===== src/rtl/vga_pkg.sv =====
// Shared timing defaults, derived scan positions and pixel types for the VGA path.
package vga_pkg;
    localparam int H_VISIBLE_DEF = 640;
    localparam int H_FP_DEF      = 16;
    localparam int H_SYNC_DEF    = 96;
    localparam int H_BP_DEF      = 48;
    localparam int V_VISIBLE_DEF = 480;
    localparam int V_FP_DEF      = 10;
    localparam int V_SYNC_DEF    = 2;
    localparam int V_BP_DEF      = 33;

    localparam int H_TOTAL  = H_VISIBLE_DEF + H_FP_DEF + H_SYNC_DEF + H_BP_DEF;
    localparam int V_TOTAL  = V_VISIBLE_DEF + V_FP_DEF + V_SYNC_DEF + V_BP_DEF;
    localparam int HS_START = H_VISIBLE_DEF + H_FP_DEF;
    localparam int HS_END   = HS_START + H_SYNC_DEF;
    localparam int VS_START = V_VISIBLE_DEF + V_FP_DEF;
    localparam int VS_END   = VS_START + V_SYNC_DEF;

    localparam int CNT_W = 10;

    typedef logic [3:0]       color_t;
    typedef logic [CNT_W-1:0] cnt_t;
endpackage


===== src/rtl/vga_timing_gen_sig_delay.sv =====
// Fixed-depth shift register with an asynchronous reset value; depth 0 is a wire.
module sig_delay #(
    parameter int               DEPTH   = 1,
    parameter int               WIDTH   = 1,
    parameter logic [WIDTH-1:0] RST_VAL = '0
) (
    input  logic             i_clk,
    input  logic             i_rst,
    input  logic [WIDTH-1:0] i_d,
    output logic [WIDTH-1:0] o_q
);
    generate
        if (DEPTH == 0) begin : g_bypass
            assign o_q = i_d;
        end else begin : g_pipe
            logic [WIDTH-1:0] r_stage [DEPTH];

            always_ff @(posedge i_clk or posedge i_rst) begin
                if (i_rst) begin
                    for (int i = 0; i < DEPTH; i++) r_stage[i] <= RST_VAL;
                end else begin
                    r_stage[0] <= i_d;
                    for (int i = 1; i < DEPTH; i++) r_stage[i] <= r_stage[i-1];
                end
            end

            assign o_q = r_stage[DEPTH-1];
        end
    endgenerate
endmodule


===== src/rtl/vga_timing_gen.sv =====
// 640x480 scan counters plus a sync/blank delay line matched to renderer latency.
module vga_timing_gen
    import vga_pkg::*;
#(
    parameter int H_VISIBLE  = H_VISIBLE_DEF,
    parameter int H_FP       = H_FP_DEF,
    parameter int H_SYNC     = H_SYNC_DEF,
    parameter int H_BP       = H_BP_DEF,
    parameter int V_VISIBLE  = V_VISIBLE_DEF,
    parameter int V_FP       = V_FP_DEF,
    parameter int V_SYNC     = V_SYNC_DEF,
    parameter int V_BP       = V_BP_DEF,
    parameter int PIPE_DELAY = 1
) (
    input  logic   vga_clk,
    input  logic   reset,
    output cnt_t   DrawX,
    output cnt_t   DrawY,
    output logic   active,
    output logic   frame_start,
    input  color_t red,
    input  color_t green,
    input  color_t blue,
    output color_t vga_r,
    output color_t vga_g,
    output color_t vga_b,
    output logic   hsync,
    output logic   vsync,
    output logic   blank_n
);
    localparam cnt_t L_H_LAST   = cnt_t'(H_VISIBLE + H_FP + H_SYNC + H_BP - 1);
    localparam cnt_t L_V_LAST   = cnt_t'(V_VISIBLE + V_FP + V_SYNC + V_BP - 1);
    localparam cnt_t L_H_VIS    = cnt_t'(H_VISIBLE);
    localparam cnt_t L_V_VIS    = cnt_t'(V_VISIBLE);
    localparam cnt_t L_HS_START = cnt_t'(H_VISIBLE + H_FP);
    localparam cnt_t L_HS_END   = cnt_t'(H_VISIBLE + H_FP + H_SYNC);
    localparam cnt_t L_VS_START = cnt_t'(V_VISIBLE + V_FP);
    localparam cnt_t L_VS_END   = cnt_t'(V_VISIBLE + V_FP + V_SYNC);

    cnt_t r_hc;
    cnt_t r_vc;

    logic w_hs_raw;
    logic w_vs_raw;
    logic w_hs_d;
    logic w_vs_d;
    logic w_act_d;

    always_ff @(posedge vga_clk or posedge reset) begin
        if (reset) begin
            r_hc <= '0;
            r_vc <= '0;
        end else if (r_hc == L_H_LAST) begin
            r_hc <= '0;
            r_vc <= (r_vc == L_V_LAST) ? '0 : r_vc + cnt_t'(1);
        end else begin
            r_hc <= r_hc + cnt_t'(1);
        end
    end

    assign DrawX       = r_hc;
    assign DrawY       = r_vc;
    assign active      = (r_hc < L_H_VIS) && (r_vc < L_V_VIS);
    assign frame_start = (r_hc == '0) && (r_vc == '0);
    assign w_hs_raw    = !((r_hc >= L_HS_START) && (r_hc < L_HS_END));
    assign w_vs_raw    = !((r_vc >= L_VS_START) && (r_vc < L_VS_END));

    // Syncs idle high and active idles low so a flushed pipe shows blanking, not a pulse.
    sig_delay #(
        .DEPTH   (PIPE_DELAY),
        .WIDTH   (3),
        .RST_VAL (3'b110)
    ) u_sig_delay (
        .i_clk (vga_clk),
        .i_rst (reset),
        .i_d   ({w_hs_raw, w_vs_raw, active}),
        .o_q   ({w_hs_d, w_vs_d, w_act_d})
    );

    always_ff @(posedge vga_clk or posedge reset) begin
        if (reset) begin
            vga_r   <= '0;
            vga_g   <= '0;
            vga_b   <= '0;
            hsync   <= 1'b1;
            vsync   <= 1'b1;
            blank_n <= 1'b0;
        end else begin
            vga_r   <= w_act_d ? red   : '0;
            vga_g   <= w_act_d ? green : '0;
            vga_b   <= w_act_d ? blue  : '0;
            hsync   <= w_hs_d;
            vsync   <= w_vs_d;
            blank_n <= w_act_d;
        end
    end
endmodule

===== config.mk =====
export PLATFORM = sky130hd
export DESIGN_NAME = vga_timing_gen
export DESIGN_NICKNAME = d
export VERILOG_FILES = /design/src/rtl/vga_pkg.sv /design/src/rtl/vga_timing_gen_sig_delay.sv /design/src/rtl/vga_timing_gen.sv
export SDC_FILE = /design/constraint.sdc
export NUM_CORES = 1
export LEC_CHECK = 0
export ABC_AREA = 1
export CAP_MARGIN = 20
export CORE_MARGIN = 10
export CORE_UTILIZATION = 50
export DETAILED_ROUTE_END_ITERATION = 8
export PLACE_DENSITY = 0.88
export SLEW_MARGIN = 20
export SYNTH_ARGS = -nofsm -noshare
export SYNTH_HDL_FRONTEND = slang
export SYNTH_SLANG_ARGS = --single-unit

===== constraint.sdc =====
create_clock -name vga_clk -period 2.4 [get_ports vga_clk]
set_input_delay 0.48 -clock vga_clk [delete_from_list [all_inputs] [get_ports vga_clk]]
set_output_delay 0.48 -clock vga_clk [all_outputs]
set_load 0.1 [all_outputs]

# Word-level counts from Yosys, hierarchy flattened
# Index checks and enable logic that the tools add are counted.
# totals
wordCells	32
inputBits	14
output_inout_bits	37
register_bits	38
# classes
eq_ne	2
n_reduce_logical	8
order_cmp	6
n_mux	5
add_sub_neg	2
# op_table
cell	count
10-bit by 1-bit adder with 10-bit output, second input constant	2
10-bit == test, second input constant	2
10-bit zero test	2
10-bit < comparator, second input constant	2
10-bit by 9-bit < comparator with 1-bit output, second input constant	2
10-bit 2-to-1 mux	2
4-bit 2-to-1 mux	3
10-bit >= comparator, second input constant	1
10-bit by 9-bit >= comparator with 1-bit output, second input constant	1
1-bit logical AND	4
1-bit zero test	2

# Longest topological paths before layout
# depth
depth_word	3
mapped_depth	8
mapped_depth_nobuf	8

# Hierarchy
# From an unflattened synthesis, not the netlist that was laid out.
# unflattened
hier_cells	218
hier_area_um2	1850.5
# by_module_without_submodules
module	seq_area_each_um2	area_per_inst_um2	instances	cells_per_inst
vga_timing_gen	878.3	1769.2	1	214
sig_delay	77.6	81.3	1	4

# Least setup slack after synthesis
# Ideal clock, no wire load.
# synth_timing
path_kind	reg2out
start	reg r_hc[8] (netlist: DrawX[8])
end	out active
t_required_ps	1920
n_path_buf	0
stages_incl_launch_ff	4
setup_slack_ps	-2242
arrival_time_ps	4162
path_cell_list	dfrtp_1 -> nand2_1 -> inv_1 -> nor4_1
# synth_via
elab_chain_cells	2
# synth_lines
element	line	text
start: declaration	vga_timing_gen.sv:40	cnt_t r_hc;
start signal: assignment	vga_timing_gen.sv:57	r_hc <= r_hc + cnt_t'(1);
10-bit < comparator	vga_timing_gen.sv:63	assign active = (r_hc < L_H_VIS) && (r_vc < L_V_VIS);
1-bit logical AND	vga_timing_gen.sv:63	
end: declaration	vga_timing_gen.sv:19	output logic active,
# No other way between the ends.

# Final worst setup path
# layout_timing
start	reg r_vc[6] (netlist: DrawY[6])
end	out frame_start
# layout_via
elab_chain_cells	2
# layout_lines
element	line	text
start: declaration	vga_timing_gen.sv:41	cnt_t r_vc;
start signal: assignment	vga_timing_gen.sv:55	r_vc <= (r_vc == L_V_LAST) ? '0 : r_vc + cnt_t'(1);
10-bit zero test	vga_timing_gen.sv:64	assign frame_start = (r_hc == '0) && (r_vc == '0);
1-bit logical AND	vga_timing_gen.sv:64	
end: declaration	vga_timing_gen.sv:20	output logic frame_start,
# No other way between the ends.

==> metrics.cfg <==
[yosys]
ys.flop_type = dfrtp_1
synth_largest_area_cell = dfrtp_1
synth_seq_cells = 38
synth_common_cells = nand2_1 (37), inv_1 (36), dfrtp_1 (34), nor2_1 (18), nand3_1 (15)
netlist_instances = 200
yosys.cell_types.count = 27
yosys_warnings = 0
synth_edf_count = 0
netlist_area_um2 = 1769
syn_avg_cell_area_um2 = 8.846
synthesis.nets = 218
ys_async_sr_fraction_pct = 100.0
synth_top_area_share_pct = 48.09
synth_seq_area_share_pct = 54.03
yosysMostFrequentCell = nand2_1
synth.area.top_cells = dfrtp_1 (48%), nand2_1 (7.9%), inv_1 (7.6%)

[global_routing]
grtUsageTotal_pct = 13.51
grt_max_degree = 39
grt_overflow = 0
grt_antenna_before_repair = 0
grt_pass1_wl_mm = 6.817
grt_pass1_vias = 1409

[critical_path]
startpoint_type = register
criticalPathCategory = reg2out
required_ns = 1.92
crit_arrival_ns = 1.77
cp_max_fo = 6
worst_setup_path_end_kind = primary output

[clocking]
cts_root_buf = clkbuf_4
clock_latency_ns = 0.35
cts_buffer_depth = 2
numCtsBuffers = 5
clock_sink_count = 38
cts_hold_buf = 0
cts_tree = built
htreeDepth = 2
path_clk_slew_ns = 0.10
cts_setup_buffers = 0
cts-resized-gates = 0

[timing]
fin_worst_skew_ns = 0.009982
finalWorstSetupSlack_ns = 0.1519
slew_headroom_pct = 69.14
period_minus_slack_ns = 2.248
timing.fmax_ghz = 0.4448
finalSetupViolCount = 0
tightest_slew_ns = 0.4594
tns_ns = 0
rsz0062_at_grt = false
hold_viol_final = 0
period_share_pct = 93.67
drv_slew = 0

[floorplan]
start_util_pct = 52.20
core_um2 = 3390
row_count = 21
num_io_pins = 51
die_h_um = 79.49
die_area_um2 = 6318
fp.dieW_um = 79.49

[route]
drtIter0Drc = 64
drc = 0
wire_per_inst_um = 13.78
drt-total-wl_mm = 4.149
first_pass_iters = 4
via_count = 1520
routed_via_density = 5.050
ant_nets = 0

[cells_and_area]
multiInputGateArea_um2 = 686.9
nFillCells = 271
nNetsFinal = 272
area_delta_synth_final_pct = 34.65
drive_above_1_share_pct = 27.84
seqCellArea_um2 = 980.9
n_antenna_cell = 0

[pwr]
seqPwrFrac_pct = 53.8
combPwrFrac_pct = 11.4
leakagePower_uw = 0.001223
clkPwrFrac_pct = 34.8
ir_drop_v = 0.0003258
power_density_nw_per_um2 = 509.3
internal_power_uw = 902.0
switching_share_pct = 25.66
switchingPower_uw = 311.4

[worst_hold_path]
hold_class = reg2reg

[placed_design]
pre_cts_ws_ns = 0.5001
gp_congestion = 0.8583
portBuffers = 50
post-dp-hpwl_mm = 3.262

[job]
maxCapViolCount = 0

[run_status]
status = finished clean

-- registers in the layout (all words and copies together) (netlist names) --
name	count
u_sig_delay.o_q	3
vga_g	4
DrawX	10
blank_n	1
vga_r	4
vga_b	4
vsync	1
DrawY	10
hsync	1
-- metrics by stage --
stage	utilization (%)	hold WS, ns	instance area [um2]	std cells	power, uW
after detailed placement	67.92	0.3473	2302	293	805.5
final	70.28	0.3671	2382	301	1213
after CTS	70.21	0.3665	2380	301	1224
after global placement	67.92	0.3455	2302	293	803.3
after global routing	70.28	0.3746	2382	301	1266
after floorplan	-	0.3452	1829	200	759.2
-- worst paths after layout --
check / from / endpoint / slack (ns) / depth (start not counted)
setup / recovery: DrawY[6] / frame_start / 0.15 / 5
hold / removal: u_sig_delay.o_q[2] / hsync / 0.37 / 0
setup reg to reg: DrawX[0] / DrawY[8] / 0.75 / 8
hold reg to reg: u_sig_delay.o_q[2] / hsync / 0.37 / 0
max in group asynchronous: reset / DrawX[8] / 1.50 / 3
min in group asynchronous: reset / DrawY[5] / 0.54 / 3
-- critical path: stages, from the launching register on --
cell and delay (ns):
dfrtp_4 0.52, or2_2 0.31, nor2_2 0.12, nand3_1 0.13
nor2_4 0.16, buf_12 0.18
-- layout make-up --
type,count,area share [%]
sequential,38,41.18
tap,46,2.416
timing repair buffer,51,18.49
multi-input combinational,121,28.83
inverter,37,5.830
clock inverter,3,1.681
clock buffer,5,1.576
-- power groups by stage --
stage / clock (uW) / combinational, uW / sequential (uW)
3_3_place_gp: 0 / 138 / 665
3_5_place_dp: 0 / 140 / 666
2_1_floorplan: 0 / 16.7 / 743
4_1_cts: 431 / 140 / 653
6_report: 422 / 138 / 653
5_1_grt: 466 / 146 / 653
-- metal layers --
metal / global-route usage (%) / up-vias / wire length, um
met5: 0 / - / 0
met4: 4.839 / 0 / 60
met3: 4.730 / 7 / 349
met2: 21.04 / 68 / 1881
met1: 16.84 / 710 / 1858
li1: - / 735 / -
-- cells by family (layout without fill, tap and decap cells) --
logic type                 count (synthesis)  in the layout  synth area share [%]
buffers and inverters                     41             96                 9.264
DFF                                       38             38                 54.03
AOI/OAI and AO/OA                         13             13                 3.677
xor gates and xnor gates                   9              9                 4.456
adders and majority gates                  4              4                 2.829
and+or+nand+nor                           95             95                 25.74
-- cell usage in the layout, fill, tap and decap left out, types with 5 or more instances in the layout --
cell,n
clkbuf_4,5
dfrtp_4,6
xor2_1,8
clkdlybuf4s50_1,13
inv_1,36
dfrtp_1,26
nand4_1,8
buf_4,36
nand3_1,15
nand2_1,35
nor3_1,6
o21ai_0,6
nor2_1,15
Note: power is estimated with default switching activity, not from simulation.
